$ cat src/rtl/ysyx_23060124_rst_sequencer_pkg.sv
// Shared definitions for the SoC reset sequencer: FSM state encoding,
// reset-cause codes and a width helper for the domain index register.
package ysyx_23060124_rst_sequencer_pkg;

    // Sequencer states; the encoding is shared with software-visible debug.
    typedef enum logic [1:0] {
        ST_ASSERT  = 2'd0,
        ST_RELEASE = 2'd1,
        ST_RUN     = 2'd2
    } rst_state_e;

    // Last reset cause, reported sticky until the next power-on reset.
    typedef enum logic [1:0] {
        CAUSE_POR = 2'b00,
        CAUSE_SW  = 2'b01
    } rst_cause_e;

    // Index width for n domains, never narrower than one bit.
    function automatic int unsigned idx_width(input int unsigned n);
        return (n > 1) ? $clog2(n) : 1;
    endfunction

endpackage

$ cat src/rtl/ysyx_23060124_stdrst.sv
// Reset release synchroniser: asserts asynchronously, releases on the
// second clock edge after the external reset goes high.
module ysyx_23060124_stdrst (
    input  logic i_clk,
    input  logic i_rst_n,
    output logic o_rst_n
);

    logic [1:0] sync_q;

    // Two-flop shift of a constant 1, cleared the instant i_rst_n drops.
    // NOTE: only the release is synchronised; assertion must stay async so
    // downstream logic is held even when the clock is not running.
    always_ff @(posedge i_clk or negedge i_rst_n) begin
        if (!i_rst_n) begin
            sync_q <= 2'b00;
        end else begin
            sync_q <= {sync_q[0], 1'b1};
        end
    end

    assign o_rst_n = sync_q[1];

endmodule

$ cat src/rtl/ysyx_23060124_rst_sequencer.sv
// SoC reset sequencer: holds all downstream domains in reset for HOLD_CYC
// cycles, then releases them one at a time (index 0 first) every GAP_CYC
// cycles. A level software/watchdog request restarts the whole sequence.
module ysyx_23060124_rst_sequencer
    import ysyx_23060124_rst_sequencer_pkg::*;
#(
    parameter int unsigned N_OUT    = 4,
    parameter int unsigned HOLD_CYC = 16,
    parameter int unsigned GAP_CYC  = 8,
    parameter int unsigned CNT_W    = 8
) (
    input  logic             i_clk,
    input  logic             i_rst_n,
    input  logic             i_sw_rst_req,
    output logic [N_OUT-1:0] o_rst_n,
    output logic             o_rst_done,
    output logic             o_busy,
    output logic [1:0]       o_rst_cause
);

    localparam int unsigned IDX_W = idx_width(N_OUT);

    // Terminal counts compared on CNT_W bits; HOLD_CYC/GAP_CYC of 2**CNT_W
    // still fit because the compare value is one less.
    localparam logic [CNT_W-1:0] HOLD_LAST = CNT_W'(HOLD_CYC - 1);
    localparam logic [CNT_W-1:0] GAP_LAST  = CNT_W'(GAP_CYC - 1);
    localparam logic [IDX_W-1:0] IDX_LAST  = IDX_W'(N_OUT - 1);

    if (N_OUT < 1 || HOLD_CYC < 1 || GAP_CYC < 1 ||
        HOLD_CYC > (64'd1 << CNT_W) || GAP_CYC > (64'd1 << CNT_W)) begin : g_param_check
        $error("rst_sequencer: N_OUT, HOLD_CYC or GAP_CYC out of range for CNT_W");
    end

    logic             rst_sync_n;
    rst_state_e       state_q, state_d;
    logic [CNT_W-1:0] cnt_q, cnt_d;
    logic [IDX_W-1:0] idx_q, idx_d;
    logic [N_OUT-1:0] rst_n_q, rst_n_d;
    rst_cause_e       cause_q, cause_d;

    ysyx_23060124_stdrst u_stdrst (
        .i_clk   (i_clk),
        .i_rst_n (i_rst_n),
        .o_rst_n (rst_sync_n)
    );

    // Next-state logic: request overrides everything, else hold/release walk.
    // NOTE: every target gets its current value first, so no path through
    // this block can leave a variable unassigned and infer a latch.
    always_comb begin
        state_d = state_q;
        cnt_d   = cnt_q;
        idx_d   = idx_q;
        rst_n_d = rst_n_q;
        cause_d = cause_q;

        if (i_sw_rst_req) begin
            state_d = ST_ASSERT;
            cnt_d   = '0;
            idx_d   = '0;
            rst_n_d = '0;
            cause_d = CAUSE_SW;
        end else begin
            unique case (state_q)
                ST_ASSERT: begin
                    if (cnt_q == HOLD_LAST) begin
                        state_d = ST_RELEASE;
                        cnt_d   = '0;
                        idx_d   = '0;
                    end else begin
                        cnt_d = cnt_q + CNT_W'(1);
                    end
                end
                ST_RELEASE: begin
                    if (cnt_q == GAP_LAST) begin
                        rst_n_d[idx_q] = 1'b1;
                        cnt_d          = '0;
                        if (idx_q == IDX_LAST) begin
                            state_d = ST_RUN;
                        end else begin
                            idx_d = idx_q + IDX_W'(1);
                        end
                    end else begin
                        cnt_d = cnt_q + CNT_W'(1);
                    end
                end
                ST_RUN: begin
                end
                default: begin
                    state_d = ST_ASSERT;
                    cnt_d   = '0;
                    idx_d   = '0;
                    rst_n_d = '0;
                end
            endcase
        end
    end

    // State, counter, index and registered reset outputs, cleared by the
    // synchronised reset (which itself asserts asynchronously).
    // NOTE: non-blocking assignments keep every flop sampling pre-edge values.
    always_ff @(posedge i_clk or negedge rst_sync_n) begin
        if (!rst_sync_n) begin
            state_q <= ST_ASSERT;
            cnt_q   <= '0;
            idx_q   <= '0;
            rst_n_q <= '0;
            cause_q <= CAUSE_POR;
        end else begin
            state_q <= state_d;
            cnt_q   <= cnt_d;
            idx_q   <= idx_d;
            rst_n_q <= rst_n_d;
            cause_q <= cause_d;
        end
    end

    assign o_rst_n     = rst_n_q;
    assign o_rst_done  = (state_q == ST_RUN);
    assign o_busy      = (state_q != ST_RUN);
    assign o_rst_cause = cause_q;

endmodule
$ cat config.mk
export PLATFORM = sky130hd
export DESIGN_NAME = ysyx_23060124_rst_sequencer
export DESIGN_NICKNAME = d
export VERILOG_FILES = /design/src/rtl/ysyx_23060124_rst_sequencer_pkg.sv /design/src/rtl/ysyx_23060124_stdrst.sv /design/src/rtl/ysyx_23060124_rst_sequencer.sv
export SDC_FILE = /design/constraint.sdc
export NUM_CORES = 1
export LEC_CHECK = 0
export ABC_AREA = 1
export CAP_MARGIN = 20
export CORE_AREA = 2 2 66 49
export CTS_BUF_LIST = sky130_fd_sc_hd__clkbuf_8
export DETAILED_ROUTE_END_ITERATION = 10
export DIE_AREA = 0 0 68 51
export PLACE_DENSITY_LB_ADDON = 0.2
export SLEW_MARGIN = 5
export SYNTH_ARGS = -nofsm -noshare
export SYNTH_HDL_FRONTEND = slang
export SYNTH_SLANG_ARGS = --single-unit
export TNS_END_PERCENT = 1
$ cat constraint.sdc
create_clock -name i_clk -period 0.8 [get_ports i_clk]
set_input_delay 0.08 -clock i_clk [delete_from_list [all_inputs] [get_ports i_clk]]
set_output_delay 0.08 -clock i_clk [all_outputs]
set_load 0.005 [all_outputs]
After elaboration in Yosys (flattened, before gate mapping) --
Cells that the tools add are included.
Cells by class: magnitude comparators 2, equal/unequal tests 12, bitwise operators 1, add/sub/neg operators 2, mux-type cells 19, reduce and logical (&&, ||, !) cells 6
Operators by type and width (number):
- 8-bit 2-to-1 mux | 3
- 8-bit one-hot mux with 3 select lines | 1
- 2-bit 2-to-1 mux | 8
- 3-bit != test, second input constant | 4
- 2-bit one-hot mux with 3 select lines | 2
- 8-bit by 1-bit adder with 8-bit output, second input constant | 1
- 8-bit by 3-bit == test with 1-bit output, second input constant | 1
- 8-bit by 4-bit == test with 1-bit output, second input constant | 1
- 4-bit 2-to-1 mux | 2
- 4-bit one-hot mux with 2 select lines | 1
- 4-bit AND reduction | 2
- 2-bit == test, second input constant | 2
- 2-bit != test, second input constant | 2
- 4-bit bitwise OR | 1
- 2-bit by 3-bit less-than comparator with 1-bit output, second input constant | 1
- 2-bit by 1-bit adder with 2-bit output, second input constant | 1
- 1-bit demux with 2-bit select | 1
- 2-bit by 1-bit == test with 1-bit output, second input constant | 1
- 2-bit by 1-bit >= comparator with 1-bit output, second input constant | 1
- 2-bit logical NOT | 1
- 2-bit by 1-bit != test with 1-bit output, second input constant | 1
- 2-bit AND reduction | 1
- 2-bit OR reduction | 1
- 1-bit logical AND | 1
- 1-bit 2-to-1 mux | 1
Word-level totals: register bits 19, input bits 3, word-level logic and storage cells 48

Logic depth before layout (Yosys ltp) --
word-level depth 8, gate-level depth with buffers 9

Hierarchy --
From an unflattened synthesis, not the netlist that was laid out.
Unflattened totals: cell total of the unflattened synthesis 141, area, all modules 1146.1 um^2
Modules (own cells, without submodules):
- ysyx_23060124_rst_sequencer | area each 1092.3 um^2, cells each 138, times used 1, seq. area each 425.4 um^2
- ysyx_23060124_stdrst | area each 53.8 um^2, cells each 3, times used 1, seq. area each 50.0 um^2

Least setup slack after synthesis --
No wires, ideal clock.
path type register -> register, from register cnt_q[0], to register rst_n_q[0], in the netlist o_rst_n[0], arrival 1219 ps, library setup time 118 ps, cell stages (with the launch flop) 9, clock period less this slack 1337 ps, path slack -537 ps, cells stage by stage dfrtp_1 -> ha_1 -> nand3_1 -> nor2_1 -> inv_1 -> nand2_2 -> nand2_1 -> nand3_1 -> nand2_1
On the way: word-level cells in the longest chain between the ends 3
RTL lines:
- from (decl) | RTL line ysyx_23060124_rst_sequencer.sv:36 | logic [CNT_W-1:0] cnt_q, cnt_d;
- from (signal assigned) | RTL line ysyx_23060124_rst_sequencer.sv:111 | cnt_q <= cnt_d;
- 8-bit by 3-bit == test with 1-bit output | RTL line ysyx_23060124_rst_sequencer.sv:75 | if (cnt_q == GAP_LAST) begin
- 3-bit != test (no line)
- 2-bit AND reduction (no line)
- to (signal assigned) | RTL line ysyx_23060124_rst_sequencer.sv:113 | rst_n_q <= rst_n_d;
- to (decl) | RTL line ysyx_23060124_rst_sequencer.sv:38 | logic [N_OUT-1:0] rst_n_q, rst_n_d;
Every way passes these cells. A chain may end at the register's enable or synchronous reset.

Worst setup path in the final report --
from register cnt_q[1], to register idx_q[0]
On the way: word-level cells in the longest chain between the ends 3
RTL lines:
- 8-bit by 3-bit == test with 1-bit output / 8-bit by 4-bit == test with 1-bit output (equally long branches) | RTL line ysyx_23060124_rst_sequencer.sv:75, ysyx_23060124_rst_sequencer.sv:66
- 3-bit != test (no line)
- 4-bit AND reduction (no line) (*)
- to (signal assigned) | RTL line ysyx_23060124_rst_sequencer.sv:112 | idx_q <= idx_d;
- to (decl) | RTL line ysyx_23060124_rst_sequencer.sv:37 | logic [IDX_W-1:0] idx_q, idx_d;
Every way passes the cells marked *; elsewhere a longest branch is shown, timed or not.

==> flow_summary_export.csv <==
group,metric,value,unit
clock_network,cts_tree,"yes",
timing,fin_ws,-0.5636,ns
drt,num_vias,1228,
critical_path,critPathRequiredTime,0.95,ns
flow_run,drv_cap,0,
clock_network,cts.sinks,19,
cells_and_area,layout_common_cells,"nand2_1, buf_4, dfrtp_1, nand3_1, inv_1",
critical_path,cp-end-kind,"flop",
floorplan,die_w,68,um
timing,drv_slew,0,
critical_path,path_max_fanout,4,
yosys,synth.cell_area,1194,um2
yosys,syn_nets,172,
global_routing,track_usage,20.49,%
cells_and_area,areaGrowthSynthToFinish,43.29,%
clock_network,clk_pin_slew,0.07,ns
floorplan,fp.coreArea,2935,um2
timing,max_clock_freq,733.4,MHz
cells_and_area,drive_above_1_share,38.16,%
cells_and_area,num_antenna_cells,0,
drt,drtAntennaViolNets,0,
global_routing,grt_pass1_wl,5209,um
yosys,ys_warn_count,0,
global_routing,grt_max_degree,17,
yosys,syn_avg_cell_area,7.323,um2
timing,period_share,170.4,%
yosys,yosys_most_used_dff,"dfrtp_1",
outcome,violations,"setup timing",
critical_path,crit_arrival,1.51,ns
drt,drt-pass1-iter-count,5,
timing,finalSetupViolations,23,
yosys,synthTopCellsByArea,"dfrtp_1, nand2_1, nand3_1",
yosys,async_flop_share,100.0,%
floorplan,start_util,40.66,%
yosys,synth-seq-cells,19,
critical_path,critPathLaunchType,"flop",
timing,holdWs,0.1656,ns
timing,hold_viol,0,
cells_and_area,nets,217,
power_and_ir_drop,p_leak,0.8792,nW
place,portBuffers,9,
cells_and_area,seqCellArea,478.0,um2
timing,setup_tns,-8.405,ns
yosys,synth_cells,163,
place,hpwlAfterDp,2187,um
drt,post_drt_via_cell_ratio,5.012,
floorplan,io_pins,11,
yosys,synth_cell_types,24,
critical_path,crit_type,"reg2reg",
clock_network,clock-root-buffer,"clkbuf_8",
yosys,yosysSeqAreaShare,39.83,%
clock_network,clockBufferDepth,2,
drt,drt_iter0_markers,56,
power_and_ir_drop,ir_worst_vdd,1072,uV
clock_network,htree_num_levels,1,
global_routing,grt_overflow,0,
yosys,synth.largest_area_cell,"dfrtp_1",
clock_network,cts_made_buffers,3,
place,place.gp.congestion,0.8051,
timing,fin_crit,1.364,ns
outcome,status,"finished, violations left",
global_routing,antenna_found_initial,0,
drt,wirelength,3214,um
clock_network,insertion_delay,0.25,ns
timing,clock-skew-final,0.0007388,ns
power_and_ir_drop,p_per_area,1105,nW/um2
floorplan,die_h,51,um
timing,grt_setup_unrepaired,"true",
yosys,synth.top_cell.area_share,39.83,%
drt,wl_per_cell,13.12,um
cells_and_area,layout_commonest_cell,"nand2_1",
drt,drc,0,
floorplan,rows,17,
cells_and_area,multi_input_area,735.7,um2
floorplan,die_area,3468,um2
cells_and_area,fill_cells,244,
global_routing,grt_pass1_vias,1151,
worst_hold_path,hold_class,"reg2async",
yosys,synth_edf_count,0,
-- critical path: stages, from the launching register on --
cell and delay [ns]:
dfrtp_1 0.42, ha_4 0.20, nand3_4 0.08, nor2_4 0.14, nor2_2 0.08, nor2_4 0.15
nand2_2 0.08, nand2_2 0.05, nand2_1 0.05
-- through the flow --
| step | cells | setup slack [ns] | total power [mW] | util [%] | instance area (um2) |
|---|---|---|---|---|---|
| 2_1_floorplan | 163 | -0.4831 | 1.096 | - | 1214 |
| 3_3_place_gp | 233 | -0.5003 | 1.175 | 52.34 | 1536 |
| 3_5_place_dp | 233 | -0.5275 | 1.183 | 52.34 | 1536 |
| 4_1_cts | 244 | -0.5045 | 1.863 | 57.12 | 1677 |
| 5_1_grt | 245 | -0.6150 | 1.983 | 58.27 | 1710 |
| 6_report | 245 | -0.5636 | 1.889 | 58.27 | 1710 |
-- final timing paths --
kind,startpoint,to,slack (ns),cells after the start
worst min-delay path,u_stdrst.sync_q[1]$_DFF_PN0_,o_rst_n[0]$_DFFE_PN0P_,0.17,1
max in group asynchronous,i_rst_n,u_stdrst.sync_q[0]$_DFF_PN0_,0.16,2
worst min register to register,u_stdrst.sync_q[1]$_DFF_PN0_,o_rst_n[0]$_DFFE_PN0P_,0.17,1
min in group i_clk,u_stdrst.sync_q[0]$_DFF_PN0_,u_stdrst.sync_q[1]$_DFF_PN0_,0.37,0
worst max register to register,cnt_q[1]$_DFFE_PN0P_,idx_q[0]$_DFFE_PN0P_,-0.56,8
worst max-delay path,cnt_q[1]$_DFFE_PN0P_,idx_q[0]$_DFFE_PN0P_,-0.56,8
-- flip-flops by register name, summed over array words and instances (netlist names) --
register	count
cnt_q	8
o_rst_n	4
idx_q	2
state_q	2
u_stdrst.sync_q	2
o_rst_cause	1
-- what timing repair did --
action | CTS | global route
endpoints found under the hold margin | 2 | 0
setup buffers | 6 | 1
pin swaps | 9 | 8
endpoints found under the setup margin | 23 | 23
hold buffers | 1 | 0
resized for setup | 29 | 20
-- cell usage after synthesis (3+ instances only) --
master and count:
nand2_1 53, nand4_1 7, dfrtp_1 19, nand3_1 18, nand2_2 4, inv_1 15
inv_2 3, ha_1 6, nor2_1 19
-- per-layer routing --
layer	wire [um]	vias up	track usage, %
li1	-	602	-
met1	1482	577	27.68
met2	1533	39	31.39
met3	132	10	3.965
met4	65	0	9.667
met5	0	-	0
-- power by group --
part           leakage, nW  switching (mW)  total, mW  internal (mW)
Combinational        0.602           0.116      0.217          0.101
Clock               0.0269           0.329      0.670          0.341
Sequential           0.250          0.0242       1.00          0.978
Total                0.879           0.468       1.89           1.42
-- cells by family (layout without fill, tap and decap cells) --
group	count (synthesis)	in the layout	share of synthesized area [%]
and+or+nand+nor	108	108	41.19
buffers and inverters	22	66	8.175
DFF	19	19	39.83
adders and majority gates	6	6	6.289
AOI/OAI and AO/OA	5	5	3.145
other	2	2	0.6292
xor gates and xnor gates	1	1	0.7339
-- layout make-up --
type | count | share of cell area (%)
timing repair buffer | 44 | 19.68
clock buffer | 3 | 2.414
tap | 38 | 2.780
sequential | 19 | 27.94
multi-input combinational | 122 | 43.01
clock inverter | 1 | 0.2195
inverter | 18 | 3.950
Note: power is estimated with default switching activity, not from simulation.
